$ cat config.mk
export PLATFORM = sky130hd
export DESIGN_NAME = rfid_axis_framer
export DESIGN_NICKNAME = d
export VERILOG_FILES = /design/src/rtl/rfid_axis_framer.sv
export SDC_FILE = /design/constraint.sdc
export NUM_CORES = 1
export LEC_CHECK = 0
export ABC_AREA = 1
export BUFFER_PORTS_ARGS = -buffer_cell sky130_fd_sc_hd__buf_2
export CAP_MARGIN = 30
export CORE_MARGIN = 2
export CORE_UTILIZATION = 50
export DETAILED_ROUTE_END_ITERATION = 7
export PLACE_DENSITY = 0.67
export SYNTH_ARGS = -nofsm -noshare
export SYNTH_HDL_FRONTEND = slang
export SYNTH_SLANG_ARGS = --single-unit
export TNS_END_PERCENT = 30
$ cat constraint.sdc
create_clock -name clk_in -period 3.5 [get_ports clk_in]
set_clock_uncertainty 0.05 [all_clocks]
set_input_delay 0.175 -clock clk_in [delete_from_list [all_inputs] [get_ports clk_in]]
set_output_delay 0.175 -clock clk_in [all_outputs]
set_load 0.02 [all_outputs]
$ cat src/rtl/rfid_axis_framer.sv
// rfid_axis_framer
// Packs the modulated PICC sample stream into fixed-length AXI-Stream frames.
// Samples are optionally decimated and pushed into a small FIFO as
// {last, sign-extended data}. The FIFO head drives the AXIS master port.
// Dropped samples and delivered frames are counted for host-side diagnostics.

module rfid_axis_framer #(
   parameter int SAMPLE_WIDTH           = 32,
   parameter int C_M00_AXIS_TDATA_WIDTH = 32,
   parameter int FRAME_LEN              = 256,
   parameter int FIFO_DEPTH             = 16,
   parameter int DECIM_WIDTH            = 8
) (
   input  logic                                  clk_in,
   input  logic                                  rst_in,
   input  logic [SAMPLE_WIDTH-1:0]               sample_in,
   input  logic                                  sample_valid_in,
   input  logic                                  enable_in,
   input  logic [DECIM_WIDTH-1:0]                decim_in,
   input  logic                                  m00_axis_tready,
   output logic                                  m00_axis_tvalid,
   output logic                                  m00_axis_tlast,
   output logic [C_M00_AXIS_TDATA_WIDTH-1:0]     m00_axis_tdata,
   output logic [C_M00_AXIS_TDATA_WIDTH/8-1:0]   m00_axis_tstrb,
   output logic [15:0]                           drop_count_out,
   output logic [15:0]                           frame_count_out,
   output logic                                  capturing_out
);

   localparam int PTR_W   = $clog2(FIFO_DEPTH);
   localparam int CNT_W   = PTR_W + 1;
   localparam int IDX_W   = (FRAME_LEN > 2) ? $clog2(FRAME_LEN) : 1;
   localparam int DATA_W  = C_M00_AXIS_TDATA_WIDTH;
   localparam int ENTRY_W = DATA_W + 1;
   localparam int STRB_W  = DATA_W / 8;

   typedef enum logic {
      IDLE    = 1'b0,
      CAPTURE = 1'b1
   } state_t;

   state_t                  state_q, state_d;
   logic [DECIM_WIDTH-1:0]  decim_q, decim_d;
   logic [DECIM_WIDTH-1:0]  decimCnt_q, decimCnt_d;
   logic [IDX_W-1:0]        beatIdx_q, beatIdx_d;
   logic [PTR_W-1:0]        wrPtr_q, wrPtr_d;
   logic [PTR_W-1:0]        rdPtr_q, rdPtr_d;
   logic [CNT_W-1:0]        count_q, count_d;
   logic [15:0]             dropCnt_q, dropCnt_d;
   logic [15:0]             frameCnt_q, frameCnt_d;
   logic [ENTRY_W-1:0]      mem_q [FIFO_DEPTH];

   logic                    fifoEmpty;
   logic                    fifoFull;
   logic                    pop;
   logic                    slotOpen;
   logic                    push;
   logic                    drop;
   logic                    isLastBeat;
   logic [DECIM_WIDTH-1:0]  decimMax;
   logic [DECIM_WIDTH-1:0]  decimNext;
   logic signed [SAMPLE_WIDTH-1:0] sampleSigned;
   logic [DATA_W-1:0]       sampleExt;
   logic [ENTRY_W-1:0]      headEntry;

   // Sign extension of the incoming sample to the stream width.
   assign sampleSigned = sample_in;
   assign sampleExt    = DATA_W'(sampleSigned);

   // FIFO status, handshake and accept/drop decisions.
   assign fifoEmpty  = (count_q == '0);
   assign fifoFull   = (count_q == CNT_W'(FIFO_DEPTH));
   assign pop        = ~fifoEmpty & m00_axis_tready;
   assign slotOpen   = (state_q == CAPTURE) & sample_valid_in & (decimCnt_q == '0);
   assign push       = slotOpen & (~fifoFull | pop);
   assign drop       = slotOpen & fifoFull & ~pop;
   assign isLastBeat = (beatIdx_q == IDX_W'(FRAME_LEN - 1));

   // A decimation of 0 or 1 both mean keep every sample, so the counter never leaves 0.
   assign decimMax  = (decim_q <= DECIM_WIDTH'(1)) ? '0 : (decim_q - 1'b1);
   assign decimNext = (decimCnt_q >= decimMax) ? '0 : (decimCnt_q + 1'b1);

   // Capture FSM, decimation counter and beat index; a dropped sample leaves the
   // counter parked on its accept slot so the next valid sample takes its place.
   always_comb begin
      state_d    = state_q;
      decim_d    = decim_q;
      decimCnt_d = decimCnt_q;
      beatIdx_d  = beatIdx_q;
      case (state_q)
         IDLE: begin
            if (enable_in) begin
               state_d    = CAPTURE;
               decim_d    = decim_in;
               decimCnt_d = '0;
               beatIdx_d  = '0;
            end
         end
         CAPTURE: begin
            if (sample_valid_in) begin
               if (decimCnt_q != '0) begin
                  decimCnt_d = decimNext;
               end else if (push) begin
                  decimCnt_d = decimNext;
                  if (isLastBeat) begin
                     beatIdx_d = '0;
                     if (!enable_in) begin
                        state_d = IDLE;
                     end
                  end else begin
                     beatIdx_d = beatIdx_q + 1'b1;
                  end
               end
            end
         end
         default: begin
            state_d = IDLE;
         end
      endcase
   end

   // FIFO pointers, occupancy and the diagnostic counters.
   always_comb begin
      wrPtr_d    = wrPtr_q;
      rdPtr_d    = rdPtr_q;
      count_d    = count_q;
      dropCnt_d  = dropCnt_q;
      frameCnt_d = frameCnt_q;
      if (push) begin
         wrPtr_d = wrPtr_q + 1'b1;
      end
      if (pop) begin
         rdPtr_d = rdPtr_q + 1'b1;
      end
      case ({push, pop})
         2'b10:   count_d = count_q + 1'b1;
         2'b01:   count_d = count_q - 1'b1;
         default: count_d = count_q;
      endcase
      if (drop && (dropCnt_q != 16'hFFFF)) begin
         dropCnt_d = dropCnt_q + 1'b1;
      end
      if (pop && headEntry[DATA_W]) begin
         frameCnt_d = frameCnt_q + 1'b1;
      end
   end

   // State and counter registers with synchronous reset; reset also flushes the FIFO.
   always_ff @(posedge clk_in) begin
      if (rst_in) begin
         state_q    <= IDLE;
         decim_q    <= '0;
         decimCnt_q <= '0;
         beatIdx_q  <= '0;
         wrPtr_q    <= '0;
         rdPtr_q    <= '0;
         count_q    <= '0;
         dropCnt_q  <= '0;
         frameCnt_q <= '0;
      end else begin
         state_q    <= state_d;
         decim_q    <= decim_d;
         decimCnt_q <= decimCnt_d;
         beatIdx_q  <= beatIdx_d;
         wrPtr_q    <= wrPtr_d;
         rdPtr_q    <= rdPtr_d;
         count_q    <= count_d;
         dropCnt_q  <= dropCnt_d;
         frameCnt_q <= frameCnt_d;
      end
   end

   // FIFO storage; contents need no reset because the pointers gate visibility.
   always_ff @(posedge clk_in) begin
      if (push) begin
         mem_q[wrPtr_q] <= {isLastBeat, sampleExt};
      end
   end

   assign headEntry = mem_q[rdPtr_q];

   // Output drive; data and last are forced to 0 while nothing is buffered.
   assign m00_axis_tvalid = ~fifoEmpty;
   assign m00_axis_tdata  = fifoEmpty ? '0 : headEntry[DATA_W-1:0];
   assign m00_axis_tlast  = ~fifoEmpty & headEntry[DATA_W];
   assign m00_axis_tstrb  = {STRB_W{~fifoEmpty}};
   assign drop_count_out  = dropCnt_q;
   assign frame_count_out = frameCnt_q;
   assign capturing_out   = (state_q == CAPTURE);

endmodule

==> results of run 1 <==
-- through the flow --
stage | total power [W] | instance area (sq um) | hold WS [ns] | util, % | worst slack, ns
finish | 0.0201 | 29000 | 0.0808 | 59.0 | 0.289
global route | 0.0209 | 29000 | 0.0864 | 59.0 | 0.224
CTS | 0.0202 | 29000 | 0.0579 | 59.0 | 0.338
detailed placement | 0.0132 | 26400 | 0.353 | 53.6 | 0.766
global placement | 0.0130 | 26400 | 0.348 | 53.6 | 0.809
floorplan | 0.0117 | 25000 | 0.224 | - | 0.354
-- power by group through the flow --
stage	registers [W]	clock network [W]	logic, W
2_1_floorplan	0.00813	0	0.00354
5_1_grt	0.00806	0.00737	0.00552
3_5_place_dp	0.00820	0	0.00495
3_3_place_gp	0.00819	0	0.00483
6_report	0.00805	0.00700	0.00500
4_1_cts	0.00805	0.00711	0.00501
-- area by class of cell --
cell class	count	area, sq um	area share (%)
clock buffers	73	1590	5.48
clock inverters	41	608	2.10
multi-input cells	1278	6770	23.3
repair buffers	193	1500	5.16
well taps	664	831	2.86
inverters	95	365	1.26
flip-flops and latches	602	17300	59.8
-- cells in the final DEF, fill, tap and decap left out, types with 18 or more instances in the layout --
master / n
ha_1: 23
o21ai_0: 262
dfxtp_1: 70
inv_1: 87
o21ai_1: 26
buf_2: 115
nand2_1: 177
buf_12: 18
nor2_4: 18
o221ai_1: 128
edfxtp_1: 528
dlygate4sd3_1: 44
nor2_1: 331
nand3_1: 139
clkbuf_16: 60
a21oi_1: 89
-- tightest hold or removal path, stage by stage --
cell,delay [ns]
buf_2,0.10
buf_4,0.26
a21oi_1,0.17
-- registers in the layout, summed over array words and instances (netlist names), named ones only --
signal           count
mem_q              528
drop_count_out      16
frame_count_out     16
beatIdx_q            8
decimCnt_q           8
decim_q              8
count_q              5
rdPtr_q              4
wrPtr_q              4
capturing_out        1
-- synth_stat cells, types with 3 or more instances --
master	count
edfxtp_1	528
nor2_1	347
o21ai_0	262
nand2_1	177
nand3_1	139
o221ai_1	128
inv_1	90
a21oi_1	89
dfxtp_1	74
clkbuf_1	54
buf_2	35
o21ai_1	26
ha_1	23
nand4_1	15
buf_4	14
xor2_1	12
clkbuf_2	11
nor3_1	10
buf_1	9
xnor2_1	9
buf_6	8
nand2_2	6
nor2_2	5
inv_2	4
nand3b_1	4
nand2_4	3
nand3_2	3
-- cells by family after synthesis --
group           count (synthesis)  synth area share (%)
simple gates                  720                  12.4
flops                         602                  69.3
compound gates                513                  12.3
buf+inv                       226                  4.08
fa+ha+maj                      24                  1.23
xor+xnor                       21                 0.735
-- worst max path at each step --
stage,from,to,slack [ns]
after detailed placement,decimCnt_q[0],mem_q[12][8],0.77
final,flip-flop,m00_axis_tdata[26],0.29
after global routing,flip-flop,m00_axis_tdata[19],0.22
after global placement,decimCnt_q[0],mem_q[13][8],0.81
after floorplan,capturing_out,mem_q[11][0],0.35
after CTS,flip-flop,m00_axis_tdata[29],0.34
-- routing by layer --
layer | GRT usage [%] | up-vias | wire length (microns)
li1 | - | 7971 | -
met1 | 31.3 | 8438 | 25000
met2 | 38.5 | 643 | 28700
met3 | 3.87 | 100 | 4390
met4 | 7.08 | 0 | 1240
met5 | 0 | - | 0
==> qor.txt, run 1 <==
Mapped Area - 25000 sq um
TritonCTS clock tree - yes
first-pass GRT wire length - 92.3 mm
clk slew on worst S/H paths - 0.06 ns
Synth async-reset ratio - 0%
area grow syn2layout - 16.0%
routed vias - 17200
f_max - 0.311 GHz
post-CTS setup buffer count - 0
I/O Pins - 116
Largest stage delay, worst path - 0.44 ns
pwr/cell area - 691 nW/um^2
Post-synth EDFFs - 528
Worst Reg2Reg Path Length in Cells - 11
antenna violations before repair - 0
unrepaired setup endpoints after global routing - false
overflow left after global routing - 0
Critical Path Fanout Max - 206
number of fill cells - 3857
syn_nets - 2175
top post-synthesis cells by area - edfxtp_1, dfxtp_1, o21ai_0
clk sinks - 602
Die W - 228 microns
slowest CP cell - buf_12
dpl hpwl - 32.9 mm
unique cell type count in the Yosys netlist - 43
max-cap viol count - 0
R2R Setup Slk - 0.77 ns
hold endpoint - frame_count_out[5]
share of layout cells above drive strength 1 - 13.3%
root buffer cell - clkbuf_16
Rows - 81
Worst Path Required - 3.27 ns
Gate Count Post-Synth - 2106
hold path startpoint - rst_in
router iterations before antenna repair - 5
worst flop-to-flop path endpoint - mem_q[12][1]
nets - 2299
cts hold-fix bufs - 44
CP Class - reg2out
Die Height - 228 microns
Hold Fails Final Rpt - 0
IR drop worst, VDD - 0.673 mV
post-route ant nets - 0
Worst EP arrival - 2.99 ns
fin crit period - 3.21 ns
final slew viol count - 0
Setup violations, final - 0
maximum buffer depth of the clock tree - 3
crit start category - flip-flop
Final Cycle Share - 91.7%
Final Non-Filler Cells - 2946
Yosys top cell by area - edfxtp_1
Core Area - 49200 sq um
Gate power share - 25.0%
Synth Register Bits - 602
Initial Util - 50.9%
Setup TNS - 0 ns
Avg WL per Cell - 20.1 microns
Die ar. - 51800 sq um
worst-margin pin slew - 1.14 ns
GRT Overall Usage - 23.1%
ant diodes - 0
YS warnings - 0
Reg-to-Reg Start - decimCnt_q[0]
Rel. slew slack - 24.2%
switching power share of the total - 32.0%
Top FF cell, synth - edfxtp_1
Port Buf Inserts - 115
Hold Path Depth - 3
vias in the first global route - 16700
P_int - 0.0136 W
Clk pwr share - 34.9%
# H-tree levels - 2
initial DRC count - 1805
placed insts - 2788
clock latency on the worst-skew pair - 0.64 ns
DRC - 0
vias per cell - 5.82
status - finished, final reports clean
CP endpoint kind - primary output
Flop pwr share - 40.1%
Buf+Inv Stages, Crit Path - 2
post-synth top area share - 63.4%
gp weighted congestion - 0.850
Syn Area/Cell - 11.9 sq um
Net Switching - 0.00642 W
crit-path leading delay family - compound AO/OA/AOI/OAI gates
Hold WC Path Type - in2reg
CTS Buf Count - 60
Seq/Total Area, Yosys - 69.3%
Post-Route WL - 59.3 mm
CP cell instances - buf_12 -> o21ai_0 -> o221ai_1 -> nand3_1 -> a21oi_1 -> buf_2
largest net degree at the start of global routing - 207
Static Leakage - 9.85 nW
post_cts resized - 0
Levels on crit path - 6
Power figures use the tool's default switching activity.
==> run 2, diff against run 1 <==
==> constraint.sdc (replaced) <==
create_clock -name clk_in -period 3.4 [get_ports clk_in]
set_clock_uncertainty 0.05 [all_clocks]
set_input_delay 0.17 -clock clk_in [delete_from_list [all_inputs] [get_ports clk_in]]
set_output_delay 0.17 -clock clk_in [all_outputs]
set_load 0.02 [all_outputs]
==> run 2 against run 1 <==
Non-clock buffer count up 11; sequential power increased by 2.5%; register-to-register slack got worse by 0.04 ns; setup slack better by 0.022 ns; critical endpoint is now m00_axis_tdata[6].
==> qor.txt, run 2 (synthesized netlist as in run 1, its figures left out) <==
initial DRC count - 1724 (was 1805)
gp weighted congestion - 0.848 (was 0.850)
Final Cycle Share - 90.9%
most common cell after layout, fill and taps aside - edfxtp_1 (unchanged)
post-route ant nets - 0 (unchanged)
overflow left after global routing - 0 (unchanged)
worst-margin pin slew - 0.728 ns (was 1.14 ns)
DRC - 0 (unchanged)
max FFs per register - 528 (unchanged)
maximum buffer depth of the clock tree - 3 (unchanged)
antenna violations before repair - 0 (unchanged)
CP endpoint kind - primary output (unchanged)
commonest non-fill, non-tap cells in the layout - edfxtp_1, nor2_1, o21ai_0, nand2_1, nand3_1 (unchanged)
Setup TNS - 0 ns (unchanged)
Buf+Inv Stages, Crit Path - 3 (was 2)
clk slew on worst S/H paths - 0.06 ns (about the same)
Core Area - 49200 sq um (unchanged)
ant diodes - 0 (unchanged)
I/O Pins - 116 (unchanged)
GRT Overall Usage - 23.4% (was 23.1%)
CTS Buf Count - 60 (unchanged)
Hold Path Depth - 3 (unchanged)
Worst Path Required - 3.18 ns (was 3.27 ns)
Die ar. - 51800 sq um (unchanged)
vias in the first global route - 16500 (was 16700)
Reg-to-Reg Start - decimCnt_q[0] (unchanged)
Worst EP arrival - 2.87 ns (was 2.99 ns)
Static Leakage - 9.74 nW (was 9.85 nW)
share of layout cells above drive strength 1 - 13.2% (was 13.3%)
status - finished, final reports clean (unchanged)
slowest CP cell - inv_6 (was buf_12)
Critical Path Fanout Max - 76 (was 206)
post_cts resized - 0 (unchanged)
Setup violations, final - 0 (unchanged)
Rel. slew slack - 51.4% (was 24.2%)
CP cell instances - inv_6 -> buf_12 -> o21ai_0 -> o221ai_1 -> nand3_1 -> a21oi_1 -> buf_2 (was buf_12 -> o21ai_0 -> o221ai_1 -> nand3_1 -> a21oi_1 -> buf_2)
worst flop-to-flop path endpoint - mem_q[6][18] (was mem_q[12][1])
# H-tree levels - 2 (unchanged)
router iterations before antenna repair - 5 (unchanged)
unrepaired setup endpoints after global routing - false (unchanged)
crit-path leading delay family - buffers and inverters (was compound AO/OA/AOI/OAI gates)
Die W - 228 microns (unchanged)
Largest stage delay, worst path - 0.43 ns (was 0.44 ns)
nets - 2310 (was 2299)
Rows - 81 (unchanged)
met1 Usage GRT - 32.4% (was 31.3%)
max-cap viol count - 0 (unchanged)
Hold Fails Final Rpt - 0 (unchanged)
f_max - 0.324 GHz
Worst Reg2Reg Path Length in Cells - 11 (unchanged)
Initial Util - 50.9% (unchanged)
Levels on crit path - 7 (was 6)
area of the multi-input gates - 6770 sq um (unchanged)
TritonCTS clock tree - yes (unchanged)
final slew viol count - 0 (unchanged)
Post-Route WL - 60.2 mm (was 59.3 mm)
pwr/cell area - 685 nW/um^2 (was 691 nW/um^2)
fin crit period - 3.09 ns
clock latency on the worst-skew pair - 0.62 ns (was 0.64 ns)
Die Height - 228 microns (unchanged)
most flop-heavy register - mem_q (unchanged)
dpl hpwl - 34.0 mm (was 32.9 mm)
post-CTS setup buffer count - 0 (unchanged)
R2R Setup Slk - 0.73 ns (was 0.77 ns)
clk sinks - 602 (unchanged)
crit start category - flip-flop (unchanged)
Avg WL per Cell - 20.4 microns (was 20.1 microns)
CP Class - reg2out (unchanged)
root buffer cell - clkbuf_16 (unchanged)
grt peak-use layer - met2 (unchanged)
grt met3 use - 3.81% (was 3.87%)
IR drop worst, VDD - 0.446 mV (was 0.673 mV)
routed vias - 17100 (was 17200)
number of fill cells - 3909 (was 3857)
hold slack final - 0.0654 ns (was 0.0808 ns)
Hold WC Path Type - in2reg (unchanged)
area grow syn2layout - 14.8% (was 16.0%)
vias per cell - 5.81 (was 5.82)
largest net degree at the start of global routing - 154 (was 207)
first-pass GRT wire length - 92.9 mm (was 92.3 mm)
Port Buf Inserts - 115 (unchanged)
Setup crit end - m00_axis_tdata[6] (was m00_axis_tdata[26])
GR Util met2 - 38.2% (was 38.5%)
register area - 17300 sq um (unchanged)
run 2: changes by cell type in the layout (fill, tap and decap cells not counted):
cell        previous run  this run
clkinv_4               1         0
clkinv_2              13        14
clkinv_8               2         0
clkbuf_1               9        12
clkbuf_8               4         2
clkinvlp_4             4         3
buf_4                 16        30
bufinv_16             14         1
inv_16                 0         2
clkbuf_16             60        61
clkinv_1               7        11
clkbuf_4               0         2
buf_12                18        15
run 2: layout make-up:
class                      count  share of cell area, %
clock buffer                  77                   5.62
clock inverter                31                  0.798
inverter                      95                   1.27
multi-input combinational   1278                   23.6
sequential                   602                   60.4
tap                          664                   2.89
timing repair buffer         204                   5.37
run 2: worst min-delay path by stage:
| stage | startpoint | to | slack [ns] |
|---|---|---|---|
| after global routing | rst_in | beatIdx_q[5] | 0.08 |
| after floorplan | sample_in[0] | mem_q[0][0] | 0.22 |
| after global placement | decim_in[7] | decim_q[7] | 0.34 |
| after detailed placement | decim_in[2] | decim_q[2] | 0.36 |
| final | rst_in | beatIdx_q[5] | 0.07 |
| after CTS | rst_in | beatIdx_q[2] | 0.04 |
run 2: tightest hold or removal path, stage by stage:
cell	delay, ns
buf_2	0.10
buf_4	0.25
a21oi_1	0.16
run 2: stage by stage:
step / setup slack [ns] / total power, W / area, sq um / utilization (%) / cells
after CTS: 0.289 / 0.0198 / 28700 / 58.4 / 2951
after global routing: 0.189 / 0.0206 / 28700 / 58.4 / 2951
after detailed placement: 0.720 / 0.0136 / 26400 / 53.7 / 2799
after global placement: 0.776 / 0.0135 / 26400 / 53.7 / 2799
final: 0.311 / 0.0197 / 28700 / 58.4 / 2951
after floorplan: 0.254 / 0.0120 / 25000 / - / 2106
run 2: report_power, final:
group          leakage (nW)  switching (W)  internal (W)  total, W
Clock                 0.903        0.00275       0.00343   0.00619
Sequential             5.35       0.000111       0.00814   0.00825
Combinational          3.49        0.00369       0.00152   0.00522
Total                  9.74        0.00656        0.0131    0.0197
run 2: routing by layer:
layer | share of wire [%] | vias to the layer above
met3 | 6.9 | 101
met4 | 2.2 | 0
li1 | - | 7976
met5 | 0 | -
met1 | 43 | 8436
met2 | 48 | 632
run 2: timing repair:
item | in CTS | in global routing
endpoints found under the hold margin | 529 | 0
setup endpoints to repair | 0 | 0
hold buffers | 44 | 0
